===== config.mk =====
export PLATFORM = sky130hd
export DESIGN_NAME = timing_gearbox_flat
export DESIGN_NICKNAME = d
export VERILOG_FILES = /design/src/rtl/timing_gearbox_if.sv /design/src/rtl/timing_gearbox.sv /design/src/flat_wrapper.sv
export SDC_FILE = /design/constraint.sdc
export NUM_CORES = 1
export LEC_CHECK = 0
export BUFFER_PORTS_ARGS = -buffer_cell sky130_fd_sc_hd__buf_2
export CORE_AREA = 2 2 62 64
export DETAILED_ROUTE_END_ITERATION = 7
export DIE_AREA = 0 0 64 66
export GPL_TIMING_DRIVEN = 0
export HOLD_SLACK_MARGIN = 0.05
export PLACE_DENSITY = 0.73
export SETUP_SLACK_MARGIN = 0.1
export SYNTH_ARGS = -nofsm -noshare
export SYNTH_HDL_FRONTEND = slang
export SYNTH_SLANG_ARGS = --single-unit

===== constraint.sdc =====
create_clock -name clk_par -period 1.72 [get_ports clk_par]
set_clock_uncertainty 0.1 [all_clocks]
set_input_delay 0.172 -clock clk_par [delete_from_list [all_inputs] [get_ports clk_par]]
set_output_delay 0.172 -clock clk_par [all_outputs]
set_load 0.005 [all_outputs]

===== src/rtl/timing_gearbox_if.sv =====
// Frame-word valid/ready handshake feeding the timing gearbox.
interface timing_gearbox_if #(
  parameter int WORD_W = 10
);
  logic [WORD_W-1:0] in_word;
  logic              in_valid;
  logic              in_ready;

  modport master (
    output in_word,
    output in_valid,
    input  in_ready
  );

  modport slave (
    input  in_word,
    input  in_valid,
    output in_ready
  );
endinterface


===== src/rtl/timing_gearbox.sv =====
// Frames WORD_W-bit words into OUT_W-bit line slots, filling gaps with IDLE_WORD.
// Optional PRBS7 test source is built only when TS_PRBS_EN is defined.
module timing_gearbox #(
  parameter int              WORD_W    = 10,
  parameter int              OUT_W     = 2,
  parameter logic [WORD_W-1:0] IDLE_WORD = 10'h0FA
) (
  input  logic             clk_par,
  input  logic             reset_n,
  timing_gearbox_if.slave  s_in,
  input  logic             msb_first,
  input  logic             bitslip,
  input  logic             prbs_sel,
  output logic [OUT_W-1:0] out_bits,
  output logic             out_first,
  output logic [15:0]      underflow_cnt
);
  localparam int N  = WORD_W / OUT_W;
  localparam int PW = (N > 1) ? $clog2(N) : 1;
  localparam logic [PW-1:0] LAST = PW'(N - 1);

  if (WORD_W % OUT_W != 0) begin : g_bad_ratio
    $error("WORD_W must be a multiple of OUT_W");
  end

  logic [PW-1:0]     r_phase;
  logic [WORD_W-1:0] r_shift;
  logic [OUT_W-1:0]  r_out_bits;
  logic              r_out_first;
  logic [15:0]       r_ucnt;

  logic              w_load;
  logic              w_prbs_take;
  logic              w_xfer;
  logic [WORD_W-1:0] w_src;
  logic [WORD_W-1:0] w_ord;

  // A bitslip freezes the whole frame engine, including the load slot.
  assign w_load         = (r_phase == LAST) && !bitslip;
  assign s_in.in_ready  = w_load && !w_prbs_take;
  assign w_xfer         = s_in.in_ready && s_in.in_valid;
  assign w_src          = w_xfer ? s_in.in_word : IDLE_WORD;

`ifdef TS_PRBS_EN
  logic [6:0]        r_prbs;
  logic [6:0]        w_prbs_nxt;
  logic [WORD_W-1:0] w_prbs_word;

  assign w_prbs_take = w_load && prbs_sel;

  always_comb begin
    logic [6:0] s;
    s           = r_prbs;
    w_prbs_word = '0;
    for (int i = 0; i < WORD_W; i++) begin
      w_prbs_word[WORD_W-1-i] = s[6] ^ s[5];
      s = {s[5:0], s[6] ^ s[5]};
    end
    w_prbs_nxt = s;
  end

  always_ff @(posedge clk_par) begin
    if (!reset_n) begin
      r_prbs <= 7'h7F;
    end else if (w_prbs_take) begin
      r_prbs <= w_prbs_nxt;
    end
  end
`else
  logic w_unused;
  assign w_prbs_take = 1'b0;
  assign w_unused    = prbs_sel;
`endif

  // Word is reordered so the shifter always emits from the top down.
  always_comb begin
    w_ord = w_src;
    if (!msb_first) begin
      for (int i = 0; i < WORD_W; i++) begin
        w_ord[i] = w_src[WORD_W-1-i];
      end
    end
`ifdef TS_PRBS_EN
    if (w_prbs_take) begin
      w_ord = w_prbs_word;
    end
`endif
  end

  always_ff @(posedge clk_par) begin
    if (!reset_n) begin
      r_phase     <= LAST;
      r_shift     <= '0;
      r_out_bits  <= '0;
      r_out_first <= 1'b0;
      r_ucnt      <= '0;
    end else if (!bitslip) begin
      if (w_load) begin
        r_phase     <= '0;
        r_shift     <= w_ord << OUT_W;
        r_out_bits  <= w_ord[WORD_W-1 -: OUT_W];
        r_out_first <= 1'b1;
        if (!w_xfer && !w_prbs_take && r_ucnt != 16'hFFFF) begin
          r_ucnt <= r_ucnt + 16'd1;
        end
      end else begin
        r_phase     <= r_phase + PW'(1);
        r_shift     <= r_shift << OUT_W;
        r_out_bits  <= r_shift[WORD_W-1 -: OUT_W];
        r_out_first <= 1'b0;
      end
    end
  end

  assign out_bits      = r_out_bits;
  assign out_first     = r_out_first;
  assign underflow_cnt = r_ucnt;
endmodule


===== src/flat_wrapper.sv =====
// flat-port wrapper written by rule: the top's interface ports become plain ports
module timing_gearbox_flat 
#(
  parameter int              WORD_W    = 10,
  parameter int              OUT_W     = 2,
  parameter logic [WORD_W-1:0] IDLE_WORD = 10'h0FA
)
  (clk_par, reset_n, msb_first, bitslip, prbs_sel, out_bits, out_first, underflow_cnt, s_in_in_word, s_in_in_valid, s_in_in_ready);
  timing_gearbox_if #(.WORD_W(WORD_W)) s_in_i ();
  input  logic clk_par;
  input  logic reset_n;
  input  logic msb_first;
  input  logic bitslip;
  input  logic prbs_sel;
  output logic [OUT_W-1:0] out_bits;
  output logic out_first;
  output logic [15:0] underflow_cnt;
  input wire logic [$bits(s_in_i.in_word)-1:0] s_in_in_word;
  input wire logic [$bits(s_in_i.in_valid)-1:0] s_in_in_valid;
  output wire logic [$bits(s_in_i.in_ready)-1:0] s_in_in_ready;
  assign s_in_i.in_word = s_in_in_word;
  assign s_in_i.in_valid = s_in_in_valid;
  assign s_in_in_ready = s_in_i.in_ready;
  timing_gearbox #(.WORD_W(WORD_W), .OUT_W(OUT_W), .IDLE_WORD(IDLE_WORD)) u_core (.clk_par(clk_par), .reset_n(reset_n), .s_in(s_in_i), .msb_first(msb_first), .bitslip(bitslip), .prbs_sel(prbs_sel), .out_bits(out_bits), .out_first(out_first), .underflow_cnt(underflow_cnt));
endmodule

==> results of run 1 <==
[logic make-up (layout without fill, tap and decap cells)]
logic type	count (synthesis)	after routing	synth area share, %
buffers and inverters	17	80	4.81
flip-flops	30	30	36.6
multiplexers	9	9	5.65
AO/OA/AOI/OAI	52	52	20.8
AND/OR/NAND/NOR	84	84	29.8
adder cells (fa/ha/maj)	3	3	2.29
[power by group]
part	internal (µW)	switching (µW)
Clock	198	248
Combinational	153	143
Sequential	717	20.0
[cells in the final DEF, fill, tap and decap left out, drive strengths merged, types with 6 or more instances in the layout]
master and count:
or3 6, nor2 10, nand4 7, nand2 28, o211ai 6, inv 7
mux2i 7, buf 56, clkbuf 12, nand3 8, dfxtp 30, nor3 7
o21ai 8, o31ai 6, a21oi 23, or4 6
[sequential cells by signal, indices dropped and copies added, names as in the netlist]
| name | cells |
|---|---|
| u_core.out_first | 1 |
| u_core.underflow_cnt | 16 |
| u_core.out_bits | 2 |
| u_core.r_shift | 8 |
| u_core.r_phase | 3 |
[area by class of cell]
type | instances | share of cell area (%)
clock inverter | 1 | 0.218
clock buffer | 7 | 2.40
inverter | 8 | 1.31
tap | 48 | 2.62
sequential | 30 | 27.6
timing repair buffer | 55 | 16.2
multi-input combinational | 148 | 47.0
buffer | 9 | 2.62
[worst min-delay path by stage]
| stage | from | cells after the start | endpoint |
|---|---|---|---|
| final | bitslip | 3 | u_core.out_bits[1] |
| after floorplan | reset_n | 2 | u_core.underflow_cnt[13] |
| after detailed placement | u_core.r_shift[2] | 2 | u_core.r_shift[2] |
| after CTS | bitslip | 4 | u_core.r_phase[2] |
| after global routing | bitslip | 3 | u_core.out_bits[1] |
| after global placement | u_core.r_shift[3] | 2 | u_core.r_shift[3] |
[routing by layer]
layer  vias to the layer above  track usage [%]  routed length (µm)
met5                         -                0                   0
met2                        41             35.5                2100
met1                       782             22.7                1700
met4                         0             4.89                  20
met3                         2             5.28                 162
li1                        852                -                   -
[what timing repair did]
item,4_1_cts,5_1_grt
setup buffers,14,6
hold endpoints to repair,3,0
resized for setup,14,18
hold buffers,3,0
pin swaps,11,11
endpoints found under the setup margin,16,20
[stage by stage]
stage          cell area, µm²  hold WS, ns  setup WS, ns  util (%)  power, µW
2_1_floorplan            1710        0.227      0.000360         -        900
3_3_place_gp             1940        0.351       -0.0834      54.5        964
3_5_place_dp             1940        0.353        -0.122      54.5        968
4_1_cts                  2200       0.0641       -0.0754      61.9       1450
5_1_grt                  2300       0.0834        -0.182      64.7       1550
6_report                 2300       0.0746       -0.0952      64.7       1480
[worst max-delay path, cell delays in order, from the launching register on]
cell and delay, ns:
dfxtp_2 0.33, inv_2 0.06, ha_4 0.14, and4bb_1 0.20
buf_6 0.14, nand3_4 0.11, buf_6 0.14, or4_1 0.40
a21oi_1 0.13
==> results.txt, run 1 <==
Dpl hpwl -> 2.63 mm
Vias post-DR -> 1677
Initial antenna violation count -> 0
Tmin final -> 1.82 ns
Final Net Count -> 276
CP startpoint -> u_core.r_phase[0]
Placed Cells -> 276
Die area -> 4220 µm²
Max Freq -> 0.551 GHz
Status -> finished, violations left
Crit Path Category -> flip-flop to flip-flop
Max-slew violations -> 0
Distinct cells, synth -> 40
Core area -> 3550 µm²
DR iter-0 viols -> 67
Multi-input logic area -> 1080 µm²
Syn-to-layout area delta -> 40.1%
Post-synth top flop -> dfxtp_1
Initial Util -> 46.2%
Mapped Nets -> 214
Die height -> 66 µm
Yosys top cell area share -> 36.6%
Hold crit path type -> input pin to flip-flop
Post-detailed-route count of antenna-violating nets -> 0
Fill cells -> 296
First-pass iteration count of the detailed router -> 4
Skew-Pair Late Insertion Delay -> 0.32 ns
Pwr Density -> 644 nW/µm²
Worst vdd ir -> 432 µV
Vias per cell -> 5.48
Slew Limit Headroom -> 61.1%
Count leader, synth -> dfxtp_1
WP data required -> 1.88 ns
Post-synth ARST share -> 0%
Num CTS Buffers -> 5
Final setup viols -> 7
Die extent in x -> 64 µm
TNS Setup -> -0.448 ns
Worst-path clk slew -> 0.10 ns
CTS tree -> built
Crit path capture type -> flip-flop
Largest net degree at the start of global routing -> 11
Residual DRC -> 0
Yosys Warn Count -> 0
Failing checks -> negative setup slack
R2r worst-path depth -> 8
R2r endpoint -> u_core.underflow_cnt[12]
Reg2reg setup slack -> -0.1 ns
Top-level I/O count -> 36
Clk sinks -> 30
GR Util All Layers -> 19.6%
Final hold violations -> 0
Arrival time worst endpoint -> 1.97 ns
Port-buffer cells -> 33
Final RePlAce weighted congestion -> 0.780
First-pass GRT wire length -> 6.54 mm
Setup WS post-layout -> -0.0952 ns
Post-synthesis average cell area -> 8.41 µm²
Top cells by count, synth -> dfxtp_1 (30), nand2_1 (28), a21oi_1 (23)
Clock root buffer -> clkbuf_4
N_diodes -> 0
Final period utilization -> 106%
Synth area leader -> dfxtp_1
Final std cells w/o fill -> 306
Post-Synthesis Cell Area -> 1640 µm²
Vias in the first global route -> 1463
Post-synthesis sequential area ratio -> 36.6%
Final WL -> 3.99 mm
Row Count -> 22
CP Max Fanout -> 6
Number of max-cap violations -> 0
Worst Setup EP -> u_core.underflow_cnt[12]
Avg WL per Cell -> 13.0 µm
P_leak -> 0.000914 µW
Critical Path Source Type -> flip-flop
Sequential standard cell area -> 633 µm²
Post-Syn Instances -> 195
CTS max path bufs -> 2
Synth top area cells -> dfxtp_1 (37%), a21oi_1 (7.0%), nand2_1 (6.4%)
CTS H-Tree Depth -> 2
RSZ-0062 raised after global routing -> true
Layout cells sized above 1 -> 40.7%
#FFs+latches synth -> 30
Number of synthesized flops with an enable pin -> 0
Global route overflow -> 0
Reg-to-reg startpoint -> u_core.r_phase[0]
Worst Tran Pin Value -> 0.584 ns
(Power assumes the default switching activity.)
==> run 2, diff against run 1 <==
--- a/config.mk
+++ b/config.mk
@@ -6,13 +6,14 @@
 export NUM_CORES = 1
 export LEC_CHECK = 0
 export BUFFER_PORTS_ARGS = -buffer_cell sky130_fd_sc_hd__buf_2
+export CAP_MARGIN = 10
 export CORE_AREA = 2 2 62 64
 export DETAILED_ROUTE_END_ITERATION = 7
 export DIE_AREA = 0 0 64 66
 export GPL_TIMING_DRIVEN = 0
 export HOLD_SLACK_MARGIN = 0.05
 export PLACE_DENSITY = 0.73
-export SETUP_SLACK_MARGIN = 0.1
+export SETUP_SLACK_MARGIN = 0.05
 export SYNTH_ARGS = -nofsm -noshare
 export SYNTH_HDL_FRONTEND = slang
 export SYNTH_SLANG_ARGS = --single-unit
==> run 2 against run 1 <==
Net effect: the run still ends with negative setup slack left; sequential cell count unchanged; critical path depth down 4; sequential share of layout area grew 1.4 points; power is 7.4% lower; non-clock buffer count decreased by 9; cell count fell by 3.3%; sequential power about the same; via count is 1.7% lower; combinational power fell by 18%; clock power down 13%; critical path type unchanged.
==> results.txt, run 2 (same netlist as run 1, synthesis figures left out) <==
Num CTS Buffers -> 5
Pwr Density -> 624 nW/µm²
Core area -> 3550 µm²
DR iter-0 viols -> 78
Final hold violations -> 0
P_leak -> 0.000853 µW
Largest net degree at the start of global routing -> 11
Skew-Pair Late Insertion Delay -> 0.32 ns
Most frequent cells in the layout -> buf_2 (33), nand2_1 (28), a21oi_1 (18)
Layout cells sized above 1 -> 42.3%
Most crowded layer after global routing -> met2
Die height -> 66 µm
Top-level I/O count -> 36
Final core occ -> 61.8%
Worst Setup EP -> u_core.underflow_cnt[15]
Avg WL per Cell -> 13.7 µm
Die area -> 4220 µm²
Worst Tran Pin Value -> 0.594 ns
Most common cell after layout, fill and taps aside -> buf_2
Slew Limit Headroom -> 60.4%
Max FFs per register -> 16
First-pass iteration count of the detailed router -> 4
Final Net Count -> 267
GR Util All Layers -> 19.9%
Hold crit path type -> input pin to flip-flop
Critical Path Source Type -> flip-flop
Vias post-DR -> 1649
Max stage delay on crit path -> 0.50 ns
Global route overflow -> 0
Dpl hpwl -> 2.70 mm
Max-slew violations -> 0
CTS max path bufs -> 2
Port-buffer cells -> 33
Reg-to-reg startpoint -> u_core.underflow_cnt[9]
WP data required -> 1.88 ns
Initial Util -> 46.2%
Met2 usage -> 34.9%
Met1 usage -> 22.2%
Vias per cell -> 5.57
Final WL -> 4.07 mm
Final RePlAce weighted congestion -> 0.779
Crit path cell chain -> nand4_4 -> or3_4 -> or4_4 -> a21oi_2
Row Count -> 22
N_diodes -> 0
Fill cells -> 315
CP startpoint -> u_core.underflow_cnt[9]
Final period utilization -> 104%
Syn-to-layout area delta -> 33.8%
TNS Setup -> -0.242 ns
Setup WS post-layout -> -0.0620 ns
Reg2reg setup slack -> -0.06 ns
Clock root buffer -> clkbuf_4
First-pass GRT wire length -> 6.58 mm
Arrival time worst endpoint -> 1.94 ns
Failing checks -> negative setup slack
CP Max Fanout -> 6
Crit path capture type -> flip-flop
Met3 Track Usage GR -> 5.96%
Residual DRC -> 0
Number of max-cap violations -> 0
Worst vdd ir -> 526 µV
Vias in the first global route -> 1520
Tmin final -> 1.78 ns
Post-detailed-route count of antenna-violating nets -> 0
Crit Path Category -> flip-flop to flip-flop
CTS H-Tree Depth -> 2
RSZ-0062 raised after global routing -> true
CTS tree -> built
R2r endpoint -> u_core.underflow_cnt[15]
Initial antenna violation count -> 0
Critical-path top delay cell -> or4_4
Max Freq -> 0.561 GHz
Final setup viols -> 7
Die extent in x -> 64 µm
Clk sinks -> 30
R2r worst-path depth -> 4
Status -> finished, violations left
Worst-path clk slew -> 0.09 ns
==> run 2: timing repair <==
| item | 4_1_cts | 5_1_grt |
|---|---|---|
| hold buffers | 2 | 0 |
| pin swaps | 12 | 9 |
| setup endpoints to repair | 15 | 24 |
| buffers inserted | 11 | 2 |
| endpoints found under the hold margin | 4 | 0 |
| gates resized for setup | 13 | 17 |
==> run 2: cell type report <==
cell class / instances / area (µm²) / area share, %
flip-flops and latches: 30 / 636 / 29.0
multi-input cells: 148 / 1090 / 49.9
repair buffers: 48 / 287 / 13.1
plain buffers: 7 / 41.3 / 1.88
inverters: 8 / 30.0 / 1.37
clock buffers: 7 / 45.0 / 2.05
well taps: 48 / 60.1 / 2.74
==> run 2: critical path: cells and delay by family (launching register included) <==
family / cells / cell delay [ns]
AND/OR/NAND/NOR: 3 / 1.11
AO/OA/AOI/OAI: 1 / 0.11
flip-flops: 1 / 0.39
==> run 2: worst min-delay path by stage <==
| stage | startpoint | end | slack, ns | cells after the start |
|---|---|---|---|---|
| finish | bitslip | u_core.out_bits[1] | 0.08 | 3 |
| floorplan | reset_n | u_core.underflow_cnt[13] | 0.23 | 2 |
| global placement | u_core.r_shift[3] | u_core.r_shift[3] | 0.35 | 2 |
| detailed placement | u_core.r_shift[5] | u_core.r_shift[5] | 0.35 | 2 |
| CTS | s_in_in_word[1] | u_core.out_bits[0] | 0.07 | 3 |
| global route | s_in_in_word[1] | u_core.out_bits[0] | 0.08 | 3 |
==> run 2: per-layer routing <==
metal	share of wire (%)	wire length (µm)	vias up
met5	0	0	-
met4	0.86	35	0
met3	4.5	182	4
met2	51	2090	41
met1	43	1760	770
li1	-	-	834
==> run 2: where the power goes <==
| part | internal (µW) | switching [µW] |
|---|---|---|
| Clock | 154 | 233 |
| Combinational | 111 | 133 |
| Sequential | 718 | 19.7 |
==> run 2: per-stage QoR <==
stage | instance area, µm² | cells | setup slack, ns | hold slack [ns] | power [µW]
2_1_floorplan | 1700 | 195 | -0.000318 | 0.227 | 904
3_3_place_gp | 1930 | 276 | -0.0871 | 0.349 | 969
3_5_place_dp | 1930 | 276 | -0.120 | 0.354 | 974
4_1_cts | 2120 | 295 | -0.0542 | 0.0693 | 1370
5_1_grt | 2190 | 296 | -0.130 | 0.0843 | 1440
6_report | 2190 | 296 | -0.0620 | 0.0763 | 1370
==> run 3, diff against run 2 <==
--- a/config.mk
+++ b/config.mk
@@ -12,7 +12,7 @@
 export DIE_AREA = 0 0 64 66
 export GPL_TIMING_DRIVEN = 0
 export HOLD_SLACK_MARGIN = 0.05
-export PLACE_DENSITY = 0.73
+export PLACE_DENSITY = 0.72
 export SETUP_SLACK_MARGIN = 0.05
 export SYNTH_ARGS = -nofsm -noshare
 export SYNTH_HDL_FRONTEND = slang
==> run 3 against run 2 <==
Net effect: the run still ends with negative setup slack left; power up 4.3%; critical path type unchanged; utilization is 1.8 points higher; critical endpoint is now u_core.underflow_cnt[8]; sequential cell count unchanged.
==> results.txt, run 3 (same netlist as run 1, synthesis figures left out) <==
Die extent in x -> 64 µm
Vias per cell -> 5.63
Residual DRC -> 0
Dpl hpwl -> 2.63 mm
Top-level I/O count -> 36
Clock root buffer -> clkbuf_4
GR Util All Layers -> 20.2%
Die area -> 4220 µm²
Max Freq -> 0.565 GHz
Placed Cells -> 276
Core area -> 3550 µm²
Status -> finished, violations left
Slew Limit Headroom -> 60.3%
Vias in the first global route -> 1497
Power Internal -> 1030 µW
Worst Tran Pin Value -> 0.595 ns
Worst vdd ir -> 522 µV
Crit Path Category -> flip-flop to flip-flop
Hold crit path type -> input pin to flip-flop
Critical-path top delay cell -> or4_1
Hold depth -> 3
CTS max path bufs -> 2
TNS Setup -> -0.180 ns
Final setup viols -> 6
CTS tree -> built
Skew-Pair Late Insertion Delay -> 0.34 ns
Global route overflow -> 0
Top delay family on crit path -> simple AND/OR/NAND/NOR gates
Logic gate share of total power -> 17.0%
Pwr Density -> 632 nW/µm²
Num CTS Buffers -> 5
Syn-to-layout area delta -> 37.8%
Max-slew violations -> 0
Final Net Count -> 272
RSZ-0062 raised after global routing -> true
Register share of total power -> 51.6%
Vias post-DR -> 1701
Failing checks -> negative setup slack
First-pass GRT wire length -> 6.61 mm
Clk sinks -> 30
Crit path depth -> 7
Tmin final -> 1.77 ns
Setup WS post-layout -> -0.0511 ns
Initial Util -> 46.2%
Most common cell after layout, fill and taps aside -> buf_2
Row Count -> 22
Critical path buffers and inverters -> 2
CP Max Fanout -> 8
Fin Hold WS -> 0.0716 ns
Final period utilization -> 103%
Avg WL per Cell -> 13.8 µm
Post-detailed-route count of antenna-violating nets -> 0
Final std cells w/o fill -> 302
Max stage delay on crit path -> 0.49 ns
P_leak -> 0.000877 µW
Largest net degree at the start of global routing -> 11
Max FFs per register -> 16
Worst-path clk slew -> 0.10 ns
Final WL -> 4.16 mm
First-pass iteration count of the detailed router -> 4
Arrival time worst endpoint -> 1.94 ns
Port-buffer cells -> 33
Final hold violations -> 0
Psw -> 401 µW
Most frequent cells in the layout -> buf_2 (33), nand2_1 (26), a21oi_1 (18)
CTS H-Tree Depth -> 2
Crit path capture type -> flip-flop
Final RePlAce weighted congestion -> 0.768
WP data required -> 1.89 ns
Crit path cell chain -> inv_2 -> ha_4 -> and4bb_1 -> buf_6 -> nand3_4 -> or4_1 -> a21oi_1
Clock power share -> 31.4%
Initial antenna violation count -> 0
Number of max-cap violations -> 0
R2r worst-path depth -> 7
Critical Path Source Type -> flip-flop
N_diodes -> 0
Layout cells sized above 1 -> 41.7%
Switching share of power -> 28.1%
Die height -> 66 µm
DR iter-0 viols -> 75
-- run 3: cell types whose count changed in the layout (fill, tap and decap cells not counted), moves of 2 or more --
| cell | change |
|---|---|
| dfxtp_2 | -2 |
| nor4_4 | +2 |
| nand2_2 | +2 |
| dlygate4sd3_1 | +3 |
| dfxtp_4 | +2 |
| nand2_1 | -2 |
-- run 3: final cells by class --
cell class / count / area [µm²]
fillers: 315 / 1290
repair buffers: 52 / 328
clock inverters: 1 / 5.00
plain buffers: 8 / 45.0
flip-flops and latches: 30 / 641
inverters: 8 / 30.0
clock buffers: 7 / 55.1
multi-input cells: 148 / 1090
well taps: 48 / 60.1
-- run 3: power by group through the flow --
stage               Clock, µW  Combinational (µW)  Sequential (µW)
floorplan                   0                 144              760
global placement            0                 205              764
detailed placement          0                 209              765
CTS                       465                 240              736
global route              511                 272              739
finish                    448                 243              736
-- run 3: timing repair --
action / 4_1_cts / 5_1_grt
gates cloned: 0 / 0
pin swaps: 9 / 9
buffers inserted: 12 / 2
endpoints found under the hold margin: 4 / 0
setup endpoints to repair: 14 / 19
hold buffers: 5 / 0
gates resized for setup: 14 / 18
-- run 3: layer usage --
metal / up-vias / GRT usage, % / routed length [µm]
met3: 6 / 4.26 / 226
met2: 45 / 36.3 / 2130
met5: - / 0 / 0
li1: 851 / - / -
met1: 799 / 22.7 / 1740
met4: 0 / 9.78 / 63
-- run 3: path summary, 6_finish.rpt --
path / start / end / slack, ns
hold / removal: s_in_in_word[7] / u_core.r_shift[4] / 0.07
hold reg to reg: u_core.r_shift[3] / u_core.r_shift[3] / 0.37
setup reg to reg: u_core.r_phase[0] / u_core.underflow_cnt[8] / -0.05
setup / recovery: u_core.r_phase[0] / u_core.underflow_cnt[8] / -0.05
-- run 3: stage by stage --
step	cell area [µm²]	utilization, %	worst slack [ns]	power [µW]
6_report	2260	63.6	-0.0511	1430
5_1_grt	2260	63.6	-0.140	1520
3_5_place_dp	1930	54.3	-0.104	974
4_1_cts	2170	61.0	-0.0420	1440
3_3_place_gp	1930	54.3	-0.0861	970
2_1_floorplan	1700	-	-0.000318	904
-- run 3: tightest hold or removal path, stage by stage --
cell      delay [ns]
buf_2           0.09
o211ai_1        0.10
a21oi_1         0.11
